[src/rtl/shift_reg_pkg.sv]
// Shared types and helpers for the shift_reg SIPO receiver.
// The receiver's optional parity stage is enabled by the SIPO_PARITY_EN macro.
package shift_reg_pkg;

  typedef enum logic [1:0] {
    IDLE  = 2'd0,
    SHIFT = 2'd1,
    PAR   = 2'd2
  } sipo_state_e;

  // Bit count must be able to hold WIDTH, which is the value it rests at in PAR.
  function automatic int cnt_width(input int width);
    return $clog2(width + 1);
  endfunction

endpackage

[src/rtl/sipo_out_buf.sv]
// One-entry valid/ready output buffer for the SIPO receiver, with a sticky
// overflow flag for words that arrive while the buffer is still full.
module sipo_out_buf
  import shift_reg_pkg::*;
#(
  parameter int WIDTH = 8
) (
  input  logic             clk,
  input  logic             rst_n,
  input  logic             word_valid,
  input  logic [WIDTH-1:0] word_data,
  input  logic             word_perr,
  input  logic             out_ready,
  input  logic             ovf_clr,
  output logic [WIDTH-1:0] out_data,
  output logic             out_valid,
  output logic             overflow,
  output logic             parity_err
);

  logic xfer;
  logic drop;

  assign xfer = out_valid && out_ready;
  // A completing word is lost only when the buffer is full and not draining.
  assign drop = word_valid && out_valid && !out_ready;

  always_ff @(posedge clk or negedge rst_n) begin
    if (!rst_n) begin
      out_data   <= '0;
      out_valid  <= 1'b0;
      overflow   <= 1'b0;
      parity_err <= 1'b0;
    end else begin
      if (word_valid && !drop) begin
        out_data   <= word_data;
        parity_err <= word_perr;
        out_valid  <= 1'b1;
      end else if (xfer) begin
        out_valid  <= 1'b0;
      end

      if (drop) begin
        overflow <= 1'b1;
      end else if (ovf_clr) begin
        overflow <= 1'b0;
      end
    end
  end

endmodule

[src/rtl/shift_reg_sipo_rx.sv]
// Serial-in/parallel-out receiver: MSB-first bit assembly into WIDTH-bit words.
// Define SIPO_PARITY_EN to add a trailing even-parity bit per word.
module shift_reg_sipo_rx
  import shift_reg_pkg::*;
#(
  parameter int WIDTH = 8
) (
  input  logic             clk,
  input  logic             rst_n,
  input  logic             serial_in,
  input  logic             bit_valid,
  input  logic             sync_clr,
  output logic [WIDTH-1:0] out_data,
  output logic             out_valid,
  input  logic             out_ready,
  output logic             busy,
  output logic             overflow,
  input  logic             ovf_clr,
  output logic             parity_err
);

  localparam int CW = cnt_width(WIDTH);
`ifdef SIPO_PARITY_EN
  localparam int SW = WIDTH;
`else
  // Without parity the top bit is never read back; it goes straight to out_data.
  localparam int SW = WIDTH - 1;
`endif

  sipo_state_e      state;
  logic [SW-1:0]    shreg;
  logic [CW-1:0]    count;
  logic [WIDTH-1:0] shifted;
  logic             last_bit;
  logic             word_valid;
  logic [WIDTH-1:0] word_data;
  logic             word_perr;

  assign shifted  = {shreg[WIDTH-2:0], serial_in};
  assign last_bit = bit_valid && !sync_clr && (state != PAR) && (count == CW'(WIDTH - 1));

`ifdef SIPO_PARITY_EN
  assign word_valid = bit_valid && !sync_clr && (state == PAR);
  assign word_data  = shreg;
  assign word_perr  = ^{shreg, serial_in};
`else
  assign word_valid = last_bit;
  assign word_data  = shifted;
  assign word_perr  = 1'b0;
`endif

  always_ff @(posedge clk or negedge rst_n) begin
    if (!rst_n) begin
      state <= IDLE;
      shreg <= '0;
      count <= '0;
    end else if (sync_clr) begin
      state <= IDLE;
      shreg <= '0;
      count <= '0;
    end else if (bit_valid) begin
      case (state)
        IDLE, SHIFT: begin
          shreg <= shifted[SW-1:0];
          if (last_bit) begin
`ifdef SIPO_PARITY_EN
            state <= PAR;
            count <= CW'(WIDTH);
`else
            state <= IDLE;
            count <= '0;
`endif
          end else begin
            state <= SHIFT;
            count <= count + 1'b1;
          end
        end
        default: begin
          state <= IDLE;
          count <= '0;
        end
      endcase
    end
  end

  assign busy = (state != IDLE);

  sipo_out_buf #(
    .WIDTH(WIDTH)
  ) u_out_buf (
    .clk        (clk),
    .rst_n      (rst_n),
    .word_valid (word_valid),
    .word_data  (word_data),
    .word_perr  (word_perr),
    .out_ready  (out_ready),
    .ovf_clr    (ovf_clr),
    .out_data   (out_data),
    .out_valid  (out_valid),
    .overflow   (overflow),
    .parity_err (parity_err)
  );

endmodule

[config.mk]
export PLATFORM = sky130hd
export DESIGN_NAME = shift_reg_sipo_rx
export DESIGN_NICKNAME = d
export VERILOG_FILES = /design/src/rtl/shift_reg_pkg.sv /design/src/rtl/sipo_out_buf.sv /design/src/rtl/shift_reg_sipo_rx.sv
export SDC_FILE = /design/constraint.sdc
export NUM_CORES = 1
export LEC_CHECK = 0
export BUFFER_PORTS_ARGS = -buffer_cell sky130_fd_sc_hd__buf_2
export CAP_MARGIN = 25
export CORE_UTILIZATION = 55
export CTS_CLUSTER_SIZE = 10
export DETAILED_ROUTE_END_ITERATION = 10
export PLACE_DENSITY_LB_ADDON = 0.2
export SYNTH_ARGS = -nofsm -noshare
export SYNTH_HDL_FRONTEND = slang
export SYNTH_SLANG_ARGS = --single-unit
[constraint.sdc]
create_clock -name clk -period 3.9 [get_ports clk]
set_input_delay 0.195 -clock clk [delete_from_list [all_inputs] [get_ports clk]]
set_output_delay 0.195 -clock clk [all_outputs]
set_load 0.05 [all_outputs]
Word-level counts from Yosys, hierarchy flattened

Cells that the tools add are included.

Register bits: 23
Input bits: 7
Output and inout port bits: 12
Word-level logic and storage cells: 43

$add $sub $neg: 1
Equality and inequality tests: 3
Muxes and demuxes: 15
Reductions and logical operators: 18

Operators with widths:

| kind                                                                  | count |
|---|---|
| 7-bit 2-to-1 mux                                                      | 3 |
| 4-bit 2-to-1 mux                                                      | 4 |
| 2-bit nonzero test                                                    | 5 |
| 1-bit logical AND                                                     | 7 |
| 2-bit 2-to-1 mux                                                      | 3 |
| 1-bit 2-to-1 mux                                                      | 5 |
| 4-bit by 1-bit adder with 4-bit output, second input constant         | 1 |
| 4-bit by 3-bit equality test with 1-bit output, second input constant | 1 |
| 1-bit zero test                                                       | 3 |
| 2-bit by 1-bit equality test with 1-bit output, second input constant | 1 |
| 2-bit zero test                                                       | 1 |
| 2-bit != test, second input constant                                  | 1 |
| 2-bit AND reduction                                                   | 1 |
| 2-bit OR reduction                                                    | 1 |

Longest topological paths before layout

Gate-level depths: netlist of run 1.

Word-level depth: 9
Depth in mapped cells: 4
Depth with buffers taken out: 4

By module

From an unflattened synthesis of run 1, not the netlist that was laid out.

Cell total of the unflattened synthesis: 74
Area, all modules: 984.7 um2

Modules (own cells, without submodules):

| module            | times used | cells an instance | area an instance (um2) | seq. area each (um2) |
|---|---|---|---|---|
| shift_reg_sipo_rx | 1          | 48                | 565.5                  | 300.3 |
| sipo_out_buf      | 1          | 26                | 419.2                  | 275.3 |

Worst setup path before layout of run 1

No wires, ideal clock.

Path type: flip-flop to flip-flop
Start: reg u_out_buf.out_valid
End: reg u_out_buf.out_data[0]
Setup time: 0.125 ns
Arrival time: 1.510 ns
Data required time: 3.775 ns
Setup slack: 2.265 ns
Cell stages (with the launch flop): 4
Path buffers: 0
Clock period less this slack: 1.635 ns
Cells stage by stage: dfrtp_1 -> nand2b_1 -> nor4b_4 -> mux2_2

Word-level cells in the longest chain between the ends: 4

Ends and longest elaborated chain:

| item                            | RTL line           | text |
|---|---|---|
| from (decl)                     | sipo_out_buf.sv:16 | `output logic out_valid,` |
| from (signal assigned)          | sipo_out_buf.sv:31 | `out_valid <= 1'b0;` |
| from (signal assigned)          | sipo_out_buf.sv:38 | `out_valid <= 1'b1;` |
| from (signal assigned)          | sipo_out_buf.sv:40 | `out_valid <= 1'b0;` |
| 1-bit logical AND (2 in series) | sipo_out_buf.sv:26 | `assign drop = word_valid && out_valid && !out_ready;` |
| 1-bit zero test                 | sipo_out_buf.sv:35 | `if (word_valid && !drop) begin` |
| 1-bit logical AND               | sipo_out_buf.sv:35 |  |
| to (signal assigned)            | sipo_out_buf.sv:36 | `out_data <= word_data;` |
| to (decl)                       | sipo_out_buf.sv:15 | `output logic [WIDTH-1:0] out_data,` |

Every way passes these cells.
A chain may end at the register's enable or synchronous reset.

Worst setup path in the final report of run 1

Start: reg count[0]
End: reg u_out_buf.out_data[3]

Word-level cells in the longest chain between the ends: 6

Ends and longest elaborated chain:

| item                                             | RTL line                | text |
|---|---|---|
| from (decl)                                      | shift_reg_sipo_rx.sv:32 | `logic [CW-1:0] count;` |
| from (signal assigned)                           | shift_reg_sipo_rx.sv:75 | `count <= count + 1'b1;` |
| 4-bit by 3-bit equality test with 1-bit output * | shift_reg_sipo_rx.sv:40 | `assign last_bit = bit_valid && !sync_clr && (state != PAR) && (count == CW'(WIDTH - 1));` |
| 1-bit logical AND *                              | shift_reg_sipo_rx.sv:40 |  |
| 1-bit logical AND (2 in series)                  | sipo_out_buf.sv:26      |  |
| 1-bit zero test                                  | sipo_out_buf.sv:35      |  |
| 1-bit logical AND *                              | sipo_out_buf.sv:35      |  |

Mark *: on every way between the ends. The rest lies on a longest branch, timed or not.

==> results of run 1 <==
-- cell usage after synthesis (all sizes together), types with 2 or more instances --
cell type	number	area (um^2)
a21oi	2	10.0
buf	2	12.5
dfrtp	22	551
inv	2	7.51
mux2	8	90.1
mux2i	8	80.1
nand2	3	11.3
nand2b	3	18.8
nor2	10	37.5
o22ai	2	12.5
or3	2	12.5
-- cell type report --
class,count,share of cell area [%]
Sequential cell,22,52.5
Multi-Input combinational cell,45,32.3
Timing Repair Buffer,18,9.07
Clock buffer,4,3.46
Tap cell,16,1.91
Inverter,2,0.716
-- cell families (layout without fill, tap and decap cells) --
logic type      after synthesis  after routing  share of synthesized area [%]
fa+ha+maj                     1              1                           1.37
flops                        22             22                           60.3
buf+inv                       5             24                           2.60
simple gates                 21             21                           12.7
other cells                   1              1                          0.411
compound gates                5              5                           3.01
mux                          16             16                           18.6
xor+xnor                      1              1                          0.959
-- metal layers --
layer / part of all wire (%) / track usage [%] / up-vias
li1: - / - / 281
met1: 46 / 22.8 / 285
met2: 48 / 28.2 / 13
met3: 4.0 / 2.55 / 2
met4: 1.9 / 11.3 / 0
met5: 0 / 0 / -
-- sequential cells by signal, summed over array words and instances, names as in the netlist --
register / cells
u_out_buf.overflow: 1
count: 4
u_out_buf.out_data: 8
u_out_buf.out_valid: 1
state: 1
shreg: 7
-- layout by cell type (no fill, tap or decap) --
cell           Yosys  final
inv_1              2      2
clkbuf_4           0      3
dfrtp_1           22     22
nor4b_4            1      1
o22ai_1            2      2
nor2_1            10     10
xor2_1             1      1
or3_1              2      2
mux2i_1            8      8
nand2b_1           3      3
nor2b_1            1      1
nand2_1            3      3
dlygate4sd3_1      0      1
a21oi_1            2      2
nand4_1            1      1
ha_1               1      1
mux2_2             8      8
clkbuf_8           0      1
conb_1             1      1
buf_2              1     17
o21ai_0            1      1
-- worst max path at each step --
stage,start,endpoint,slack [ns]
2_1_floorplan,u_out_buf.out_valid,u_out_buf.out_data[0],2.26
4_1_cts,count[0],u_out_buf.out_data[3],2.04
6_report,count[0],u_out_buf.out_data[3],2.08
5_1_grt,count[0],u_out_buf.out_data[5],1.90
3_5_place_dp,count[0],u_out_buf.out_data[3],2.06
3_3_place_gp,count[0],u_out_buf.out_data[3],2.12
-- where the power goes --
group / internal [mW] / switching, mW
registers: 0.232 / 0.00273
logic: 0.00866 / 0.0180
clock network: 0.0568 / 0.0624
total: 0.297 / 0.0831
-- through the flow --
step           std cells  setup slack [ns]  cell area (um^2)  power, mW  util (%)
3_5_place_dp         102              2.06              1000      0.265      65.8
4_1_cts              107              2.04              1050      0.385      68.8
6_report             107              2.08              1050      0.380      68.8
2_1_floorplan         72              2.26               913      0.255         -
5_1_grt              107              1.90              1050      0.395      68.8
3_3_place_gp         102              2.12              1000      0.265      65.8
-- timing repair --
item | in CTS | in global routing
setup endpoints to repair | 0 | 0
endpoints found under the hold margin | 22 | 0
hold buffers | 1 | 0
resized for setup | 0 | 0
-- critical path, delay by kind of cell (launching register included) --
family,cells,cell delay [ns]
muxes,1,0.40
and+or+nand+nor,2,0.72
adders and majority gates,1,0.20
DFF,1,0.41
==> key figures, run 1 <==
Critical path
  • Slowest-stage cell, CP: nor4b_4
  • FF-to-FF End: u_out_buf.out_data[3]
  • Flop-to-flop setup slack: ~2.1 ns
  • Worst setup EP type: register
  • Worst Reg2Reg Path Length in Cells: 4
  • Startpoint types: register
  • Crit path DAT: 2.01 ns
  • Critical path, cell by cell: ha_1, nand2_1, nor4b_4, mux2_2
  • R2r startpoint: count[0]
  • Slowest stage delay, CP: 0.58 ns
  • CP required: 4.09 ns
  • Crit path max fanout: 8
  • Setup CP Type: register to register

Clocking
  • CTS root buf: clkbuf_4
  • CTS clk-pin slew, worst paths: 0.11 ns
  • Clock buffer depth: 2
  • Setup bufs post-CTS: 0
  • CTS tree: yes
  • H-Tree Depth: 1
  • Num Clock Sinks: 22
  • Worst skew pair latency: between 0.2 and 0.3 ns
  • Num CTS Buffers: 3

Drt
  • DRC violations left: 0
  • Antenna-violating nets left: 0
  • Routed via count: 581
  • Final wirelength: 1390 um
  • Routed wire per std cell: between 10 and 15 um
  • Via density: 5.43
  • Drt first-iter violations: 7
  • First drt pass iteration count: 4

Floorplanning
  • IO Count: 19
  • Die Wd: 42.8 um
  • Die H: 42.8 um
  • Initial core utilization: between 50% and 60%
  • Die ar.: 0.00183 mm^2
  • Core box area: between 0.0015 and 0.002 mm^2
  • Rows: 14

Worst hold path
  • Min-delay worst type: input port to register
  • Hold path depth: 2
  • Hold Crit Endpoint: u_out_buf.overflow
  • Hold_sp: ovf_clr

Power
  • Lkg Pwr: 0.566 nW
  • Power Density: 363 mW/mm^2
  • Max VDD drop: 296 uV

Yosys
  • YS warnings: 0
  • Sequential share of the synthesized area: 60.3%
  • Top FF cell, synth: dfrtp_1
  • Synthesized flop and latch total: 22
  • Cells after Synth: roughly 70
  • Synth Cell Area: 913 um^2
  • Post-synthesis cell type count: 20
  • Post-synthesis async set-or-reset flop share: between 90% and 100%
  • Synthesized area per cell: ~13 um^2
  • Syn Nets: 80
  • EDFF count, synth: 0

Layout
  • Area Growth Syn to Fin: 14.8%
  • N_diodes: 0
  • Share of cells above drive strength 1: 33.0%
  • Storage cell area: 551 um^2
  • NumNets Final: 100
  • Fill count: 122
  • Area of the multi-input gates: approximately 340 um^2

GRT
  • Total gr overflow: 0
  • Gr usage total: 17.8%
  • First-pass GRT wire length: ~2400 um
  • Initial antenna violation count: 0
  • Vias in the first global route: 545
  • Largest net degree at the start of global routing: 23

Timing
  • Skew final: 0.00352 ns
  • Slew HR: 62.2%
  • Sum Neg Setup Slack: 0 ns
  • Clock period minus worst slack: approximately 1.8 ns
  • Peak Freq: 549 MHz
  • Worst-Margin Slew: 0.564 ns
  • Final setup fails: 0
  • Final Cycle Share: ~47%
  • Hold Fails Final Rpt: 0
  • Final hold slack: 0.0774 ns
  • Final Slew Violations: 0
  • RSZ-0062 raised after global routing: no

Flow run
  • Max-cap check violation count: 0

Place
  • Routability cong.: 0.693
  • PortBufs: 17
  • Dpl hpwl: between 900 and 1000 um

Outcome
  • Outcome: finished, final reports clean
(Power assumes the default switching activity.)
==> run 2, diff against run 1 <==
--- a/config.mk
+++ b/config.mk
@@ -7,7 +7,7 @@
 export LEC_CHECK = 0
 export BUFFER_PORTS_ARGS = -buffer_cell sky130_fd_sc_hd__buf_2
 export CAP_MARGIN = 25
-export CORE_UTILIZATION = 55
+export CORE_UTILIZATION = 46
 export CTS_CLUSTER_SIZE = 10
 export DETAILED_ROUTE_END_ITERATION = 10
 export PLACE_DENSITY_LB_ADDON = 0.2
==> constraint.sdc (replaced) <==
create_clock -name clk -period 1.6 [get_ports clk]
set_input_delay 0.08 -clock clk [delete_from_list [all_inputs] [get_ports clk]]
set_output_delay 0.08 -clock clk [all_outputs]
set_load 0.05 [all_outputs]
==> run 2 against run 1 <==
Net effect:
- power grew 150%
- sequential share of layout area fell by 3.1 points
- routed wire length grew 7.9%
- worst hold slack got worse by 0.050 ns
- non-clock buffer count is 5 higher
- via count is 3.3% higher
- sequential cell count is the same
==> key figures, run 2 (synthesis results as in run 1) <==
Outcome
  • Outcome: finished, final reports clean

Floorplanning
  • Core box area: 0.00180 mm^2 (+18%)
  • Die H: 46.6 um (+8.9%)
  • Rows: 15 (+1)
  • Initial core utilization: 50.7% (-9.2 points)
  • IO Count: 19 (unchanged)
  • Die Wd: 46.6 um (+8.9%)
  • Die ar.: 0.00217 mm^2 (+19%)

Clocking
  • Worst skew pair latency: 0.30 ns (about the same)
  • Clock buffer depth: 2 (unchanged)
  • CTS clk-pin slew, worst paths: 0.11 ns (about the same)
  • Num Clock Sinks: 22 (unchanged)
  • H-Tree Depth: 1 (unchanged)
  • Num CTS Buffers: 3 (unchanged)
  • CTS tree: yes
  • CTS root buf: clkbuf_4
  • Setup bufs post-CTS: 0 (unchanged)

GRT
  • Total gr overflow: 0 (unchanged)
  • First-pass GRT wire length: 2450 um (+3.8%)
  • Vias in the first global route: 563 (+3.3%)
  • Largest net degree at the start of global routing: 23 (unchanged)
  • Gr usage total: 17.1% (-0.68 points)
  • Initial antenna violation count: 0 (unchanged)

Layout
  • NumNets Final: 105 (+5.0%)
  • Share of cells above drive strength 1: 39.6% (+6.6 points)
  • Area Growth Syn to Fin: 22.3%
  • Fill count: 164 (+34%)
  • Commonest non-fill, non-tap cell in the layout: dfrtp_1
  • Final std cells w/o fill: 121 (+13%)
  • Highest-count cells in the layout ignoring fill and taps: 21 x dfrtp_1, 17 x buf_2, 10 x nor2_1, 8 x mux2_2, 8 x mux2i_1
  • Number of flip-flops in the largest register: 8 (unchanged)
  • Top flop regs: u_out_buf.out_data x8, shreg x7, count x4
  • Final Util: 62.0% (-6.8 points)
  • N_diodes: 0 (unchanged)
  • Top reg by flops: u_out_buf.out_data
  • Post-route cell area: 0.00112 mm^2 (+6.6%)

Timing
  • Final Cycle Share: 93.7% (+47 points)
  • RSZ-0062 raised after global routing: no
  • Clock period minus worst slack: 1.50 ns (-0.322 ns)
  • Hold Fails Final Rpt: 0 (unchanged)
  • Peak Freq: 667 MHz (+22%)
  • Sum Neg Setup Slack: 0 ns (unchanged)
  • Final Slew Violations: 0 (unchanged)
  • Final setup fails: 0 (unchanged)
  • Final hold slack: 0.0274 ns (-0.0499 ns)
  • Skew final: 0.00377 ns (+0.000252 ns)

Critical path
  • WP buf/inv: 1 (+1)
  • Worst Reg2Reg Path Length in Cells: 4 (unchanged)
  • Slowest stage delay, CP: 0.42 ns (-0.16 ns)
  • Setup CP Type: register to register
  • CP required: 1.79 ns (-2.30 ns)
  • WP depth: 4 (unchanged)
  • Slowest-stage cell, CP: dfrtp_1
  • Startpoint types: register
  • Crit path max fanout: 8 (unchanged)
  • Worst setup EP type: register
  • Delay-heaviest family, CP: simple AND/OR/NAND/NOR gates
  • Critical path, cell by cell: nand2b_4, nor4b_4, buf_6, mux2_2
  • Crit path DAT: 1.69 ns (-0.32 ns)

Worst hold path
  • Hold path depth: 2 (unchanged)
  • Min-delay worst type: input port to register

Drt
  • First drt pass iteration count: 3 (-1)
  • DRC violations left: 0 (unchanged)
  • Routed via count: 600 (+3.3%)
  • Antenna-violating nets left: 0 (unchanged)
  • Routed wire per std cell: 12.4 um (-4.6%)
  • Final wirelength: 1500 um (+7.9%)
  • Drt first-iter violations: 2 (-5)
  • Via density: 4.96 (-8.7%)

Place
  • Routability cong.: 0.680 (-1.8%)
  • Dpl hpwl: 1040 um (+5.7%)
  • Placed cell areas: 0.00105 mm^2 (+4.7%)
  • PortBufs: 17 (unchanged)
  • Post-Place Cells: 115 (+13%)

Flow run
  • Max-cap check violation count: 0 (unchanged)

Power
  • Lkg Pwr: 0.588 nW (+3.9%)
  • Power Density: 837 mW/mm^2 (+130%)
  • Max VDD drop: 802 uV (+170%)
run 2: cell count changes in the layout (fill, tap and decap cells not counted), sizes merged:
cell	delta
buf	+4
dlygate4sd3	+1
run 2: power breakdown:
part           internal (mW)  total (mW)  switching (mW)
clock network          0.139       0.291           0.152
logic                 0.0275      0.0745          0.0471
registers              0.564       0.570         0.00611
total                  0.731       0.936           0.205
run 2: timing repair:
action,CTS,global route
hold buffers,2,0
hold endpoints to repair,23,0
endpoints found under the setup margin,0,8
gates resized for setup,0,3
run 2: worst reg2reg max path, stage by stage, from the launching register on:
cell      delay (ns)
dfrtp_1         0.42
nand2b_4        0.17
nor4b_4         0.29
buf_6           0.17
mux2_2          0.34
run 2: stage by stage:
step / setup slack [ns] / power [mW]
floorplan: -0.0162 / 0.622
global placement: 0.0622 / 0.652
detailed placement: 0.0358 / 0.654
CTS: 0.0233 / 0.953
global route: 0.0112 / 0.985
finish: 0.101 / 0.936
run 2: worst paths after layout:
| check | start | slack (ns) | to |
|---|---|---|---|
| max | count[3] | 0.10 | u_out_buf.out_data[5] |
| min | serial_in | 0.03 | u_out_buf.out_data[0] |
| max reg2reg | count[3] | 0.10 | u_out_buf.out_data[5] |
| min reg2reg | u_out_buf.out_data[4] | 0.52 | u_out_buf.out_data[4] |
| max in group asynchronous | rst_n | 1.00 | u_out_buf.out_valid |
| min in group asynchronous | rst_n | 0.25 | count[2] |
run 2: metal layers:
metal	track usage, %	part of all wire [%]	wire [um]	vias to the layer above
li1	-	-	-	292
met1	22.2	49	726	289
met2	24.2	45	677	17
met3	8.24	4.7	71	2
met4	7.06	1.4	21	0
met5	0	0	0	-
run 2: area by class of cell:
cell class                      instances  area [um^2]  share of cell area [%]
Inverter                                2         7.51                   0.672
Timing Repair Buffer                   23          139                    12.4
Clock buffer                            4         36.3                    3.25
Multi-Input combinational cell         45          352                    31.5
Sequential cell                        22          552                    49.4
Tap cell                               25         31.3                    2.80
==> run 3, diff against run 2 <==
--- a/config.mk
+++ b/config.mk
@@ -5,11 +5,13 @@
 export SDC_FILE = /design/constraint.sdc
 export NUM_CORES = 1
 export LEC_CHECK = 0
+export ABC_AREA = 1
 export BUFFER_PORTS_ARGS = -buffer_cell sky130_fd_sc_hd__buf_2
 export CAP_MARGIN = 25
-export CORE_UTILIZATION = 46
+export CORE_UTILIZATION = 47
 export CTS_CLUSTER_SIZE = 10
 export DETAILED_ROUTE_END_ITERATION = 10
+export HOLD_SLACK_MARGIN = 0.12
 export PLACE_DENSITY_LB_ADDON = 0.2
 export SYNTH_ARGS = -nofsm -noshare
 export SYNTH_HDL_FRONTEND = slang
==> constraint.sdc (replaced) <==
create_clock -name clk -period 1.3 [get_ports clk]
set_input_delay 0.065 -clock clk [delete_from_list [all_inputs] [get_ports clk]]
set_output_delay 0.065 -clock clk [all_outputs]
set_load 0.05 [all_outputs]
==> run 3 against run 2 <==
Net effect:
- critical endpoint is now u_out_buf.out_data[6]
- highest routed layer unchanged
- final cell count up 26%
- clock power about the same
- largest power group unchanged
- combinational power up 30%
- power up 17%
==> key figures, run 3 <==
Outcome
  • Outcome: finished, final reports clean

Power
  • Pint: 835 uW (+14%)
  • Register share of total power: 64.5% (+3.5 points)
  • Clk pwr share: 26.6% (-4.5 points)
  • Power Density: 947 mW/mm^2 (+13%)
  • Lkg Pwr: 0.623 nW (+5.8%)
  • Max VDD drop: 685 uV (-15%)
  • Psw: 257 uW (+25%)
  • Sw Share: 23.5% (+1.6 points)
  • Logic pwr share: 8.9% (+0.9 points)

Drt
  • Routed via count: 738 (+23%)
  • Final wirelength: 1720 um (+15%)
  • Antenna-violating nets left: 0 (unchanged)
  • Via density: 4.86 (-2.1%)
  • Routed wire per std cell: 11.3 um (-8.7%)
  • Drt first-iter violations: 14 (+12)
  • First drt pass iteration count: 4 (+1)
  • DRC violations left: 0 (unchanged)

Yosys
  • Largest cells by area after synthesis: dfrtp_1 57%, nand2_1 11%, nand4_1 5.9%, inv_1 5.1%, o22ai_1 3.3%
  • EDFF count, synth: 0 (unchanged)
  • Count leader, synth: nand2_1
  • Synth cell count leaders: 29 x nand2_1, 22 x dfrtp_1, 13 x inv_1, 9 x nand4_1, 5 x o22ai_1
  • Post-synthesis async set-or-reset flop share: 100% (unchanged)
  • Synthesized area per cell: 9.53 um^2 (-25%)
  • Syn Nets: 109 (+36%)
  • YS warnings: 0 (unchanged)
  • Cells after Synth: 101 (+40%)
  • Synthesized flop and latch total: 22 (unchanged)
  • Top FF cell, synth: dfrtp_1
  • Cell taking the most area after synthesis: dfrtp_1
  • Post-synthesis cell type count: 21 (+5.0%)
  • Sequential share of the synthesized area: 57.2% (-3.1 points)
  • Synth Cell Area: 962 um^2 (+5.3%)
  • Yosys top cell area share: 57.2% (-3.1 points)

Layout
  • Top reg by flops: u_out_buf.out_data
  • Share of cells above drive strength 1: 25.6% (-14 points)
  • Number of flip-flops in the largest register: 8 (unchanged)
  • Highest-count cells in the layout ignoring fill and taps: 29 x nand2_1, 22 x dfrtp_1, 17 x buf_2, 13 x inv_1, 9 x nand4_1
  • N_diodes: 0 (unchanged)
  • Top flop regs: u_out_buf.out_data x8, shreg x7, count x4
  • Final std cells w/o fill: 152 (+26%)
  • Commonest non-fill, non-tap cell in the layout: nand2_1
  • Area Growth Syn to Fin: 19.8%
  • NumNets Final: 135 (+29%)

Clocking
  • CTS tree: yes
  • Num Clock Sinks: 22 (unchanged)
  • Worst skew pair latency: 0.30 ns (about the same)
  • H-Tree Depth: 1 (unchanged)
  • CTS clk-pin slew, worst paths: 0.11 ns (about the same)
  • Num CTS Buffers: 3 (unchanged)
  • Clock buffer depth: 2 (unchanged)
  • CTS root buf: clkbuf_4

Timing
  • Sum Neg Setup Slack: 0 ns (unchanged)
  • Final hold slack: 0.146 ns (+0.118 ns)
  • Peak Freq: 821 MHz (+23%)
  • Final setup fails: 0 (unchanged)
  • Clock period minus worst slack: 1.22 ns (-0.281 ns)
  • Hold Fails Final Rpt: 0 (unchanged)
  • Final Cycle Share: 93.7% (about the same)
  • Skew final: 0.00253 ns (-0.00124 ns)
  • Final Slew Violations: 0 (unchanged)

Critical path
  • Startpoint types: register
  • Crit path max fanout: 9 (+1)
  • Slowest stage delay, CP: 0.42 ns (about the same)
  • CP required: 1.54 ns (-0.25 ns)
  • R2r startpoint: count[0]
  • FF-to-FF End: u_out_buf.out_data[6]
  • Setup CP Type: register to register
  • Flop-to-flop setup slack: 0.08 ns (-0.02 ns)
  • Worst setup EP type: register
  • Worst Reg2Reg Path Length in Cells: 6 (+2)
  • Slowest-stage cell, CP: dfrtp_1
  • Crit path DAT: 1.46 ns (-0.23 ns)
  • Critical path, cell by cell: ha_2, nand2_2, nor2_4, buf_6, nand4_1, nand2_1

Place
  • PortBufs: 17 (unchanged)
  • Post-Place Cells: 143 (+24%)
  • Dpl hpwl: 1210 um (+17%)
  • Routability cong.: 0.732 (+7.5%)

Worst hold path
  • Hold Crit Endpoint: shreg[1]
  • Min-delay worst type: input port to register
  • Hold_sp: bit_valid
  • Hold path depth: 3 (+1)

Floorplanning
  • Initial core utilization: 49.5% (-1.1 points)
  • IO Count: 19 (unchanged)
  • Rows: 16 (+1)
  • Die ar.: 0.00223 mm^2 (+3.0%)
  • Core box area: 0.00194 mm^2 (+7.8%)
  • Die H: 47.2 um (+1.5%)
  • Die Wd: 47.2 um (+1.5%)

GRT
  • Initial antenna violation count: 0 (unchanged)
  • First-pass GRT wire length: 2770 um (+13%)
  • Vias in the first global route: 637 (+13%)
  • Largest net degree at the start of global routing: 23 (unchanged)
  • Gr usage total: 18.2% (+1.1 points)
  • Total gr overflow: 0 (unchanged)

Flow run
  • Max-cap check violation count: 0 (unchanged)
-- run 3: cell types whose count changed after synthesis, moves of 8 or more --
cell | previous run | this run
inv_1 | 2 | 13
mux2_2 | 8 | 0
mux2i_1 | 8 | 0
nand2_1 | 3 | 29
nand4_1 | 1 | 9
nor2_1 | 10 | 1
-- run 3: worst max path at each step --
stage,cells after the start,startpoint,to
6_report,6,count[0],u_out_buf.out_data[6]
5_1_grt,6,count[0],u_out_buf.out_data[6]
4_1_cts,6,count[1],u_out_buf.out_data[0]
2_1_floorplan,4,u_out_buf.out_valid,u_out_buf.out_data[0]
3_3_place_gp,6,count[1],u_out_buf.out_data[7]
3_5_place_dp,6,count[1],u_out_buf.out_data[5]
-- run 3: cell type report --
type	count	area, um^2
fillers	186	790
flip-flops and latches	22	551
multi-input cells	61	332
repair buffers	25	159
inverters	14	55.1
well taps	27	33.8
clock buffers	3	22.5
-- run 3: metal layers --
metal / vias to the layer above / track usage [%] / share of wire, %
li1: 382 / - / -
met1: 337 / 24.4 / 47
met3: 4 / 3.46 / 2.5
met2: 15 / 28.2 / 48
met4: 0 / 8.57 / 1.6
met5: - / 0 / 0
-- run 3: timing repair --
action                                  in CTS  in global routing
hold buffers                                 4                  0
endpoints found under the hold margin       26                  0
resized for setup                            0                  3
setup buffers                                0                  2
endpoints found under the setup margin       0                  9
-- run 3: kinds of logic (layout without fill, tap and decap cells) --
| logic type | count (synthesis) | count (layout) | share of synthesized area, % |
|---|---|---|---|
| simple gates | 48 | 48 | 24.6 |
| flops | 22 | 22 | 57.2 |
| buf+inv | 18 | 42 | 9.36 |
| compound gates | 11 | 11 | 7.15 |
| fa+ha+maj | 1 | 1 | 1.30 |
| other cells | 1 | 1 | 0.390 |
-- run 3: critical path: cells and delay by family (launching register included) --
kind	cells	cell delay, ns
DFF	1	0.42
buffers and inverters	1	0.15
and+or+nand+nor	4	0.39
adders and majority gates	1	0.21
-- run 3: stage by stage --
stage	total power [mW]	setup slack, ns	instance area, um^2	utilization, %
2_1_floorplan	0.769	0.118	962	-
3_3_place_gp	0.798	0.112	1060	54.6
3_5_place_dp	0.800	0.0739	1060	54.6
4_1_cts	1.10	0.0526	1120	57.9
5_1_grt	1.16	-0.0134	1150	59.3
6_report	1.09	0.0814	1150	59.3
-- run 3: power groups by stage --
stage	Clock [mW]	Sequential (mW)	Combinational, mW
6_report	0.291	0.704	0.0972
5_1_grt	0.342	0.706	0.111
4_1_cts	0.303	0.704	0.0911
3_5_place_dp	0	0.718	0.0819
3_3_place_gp	0	0.717	0.0813
2_1_floorplan	0	0.725	0.0441
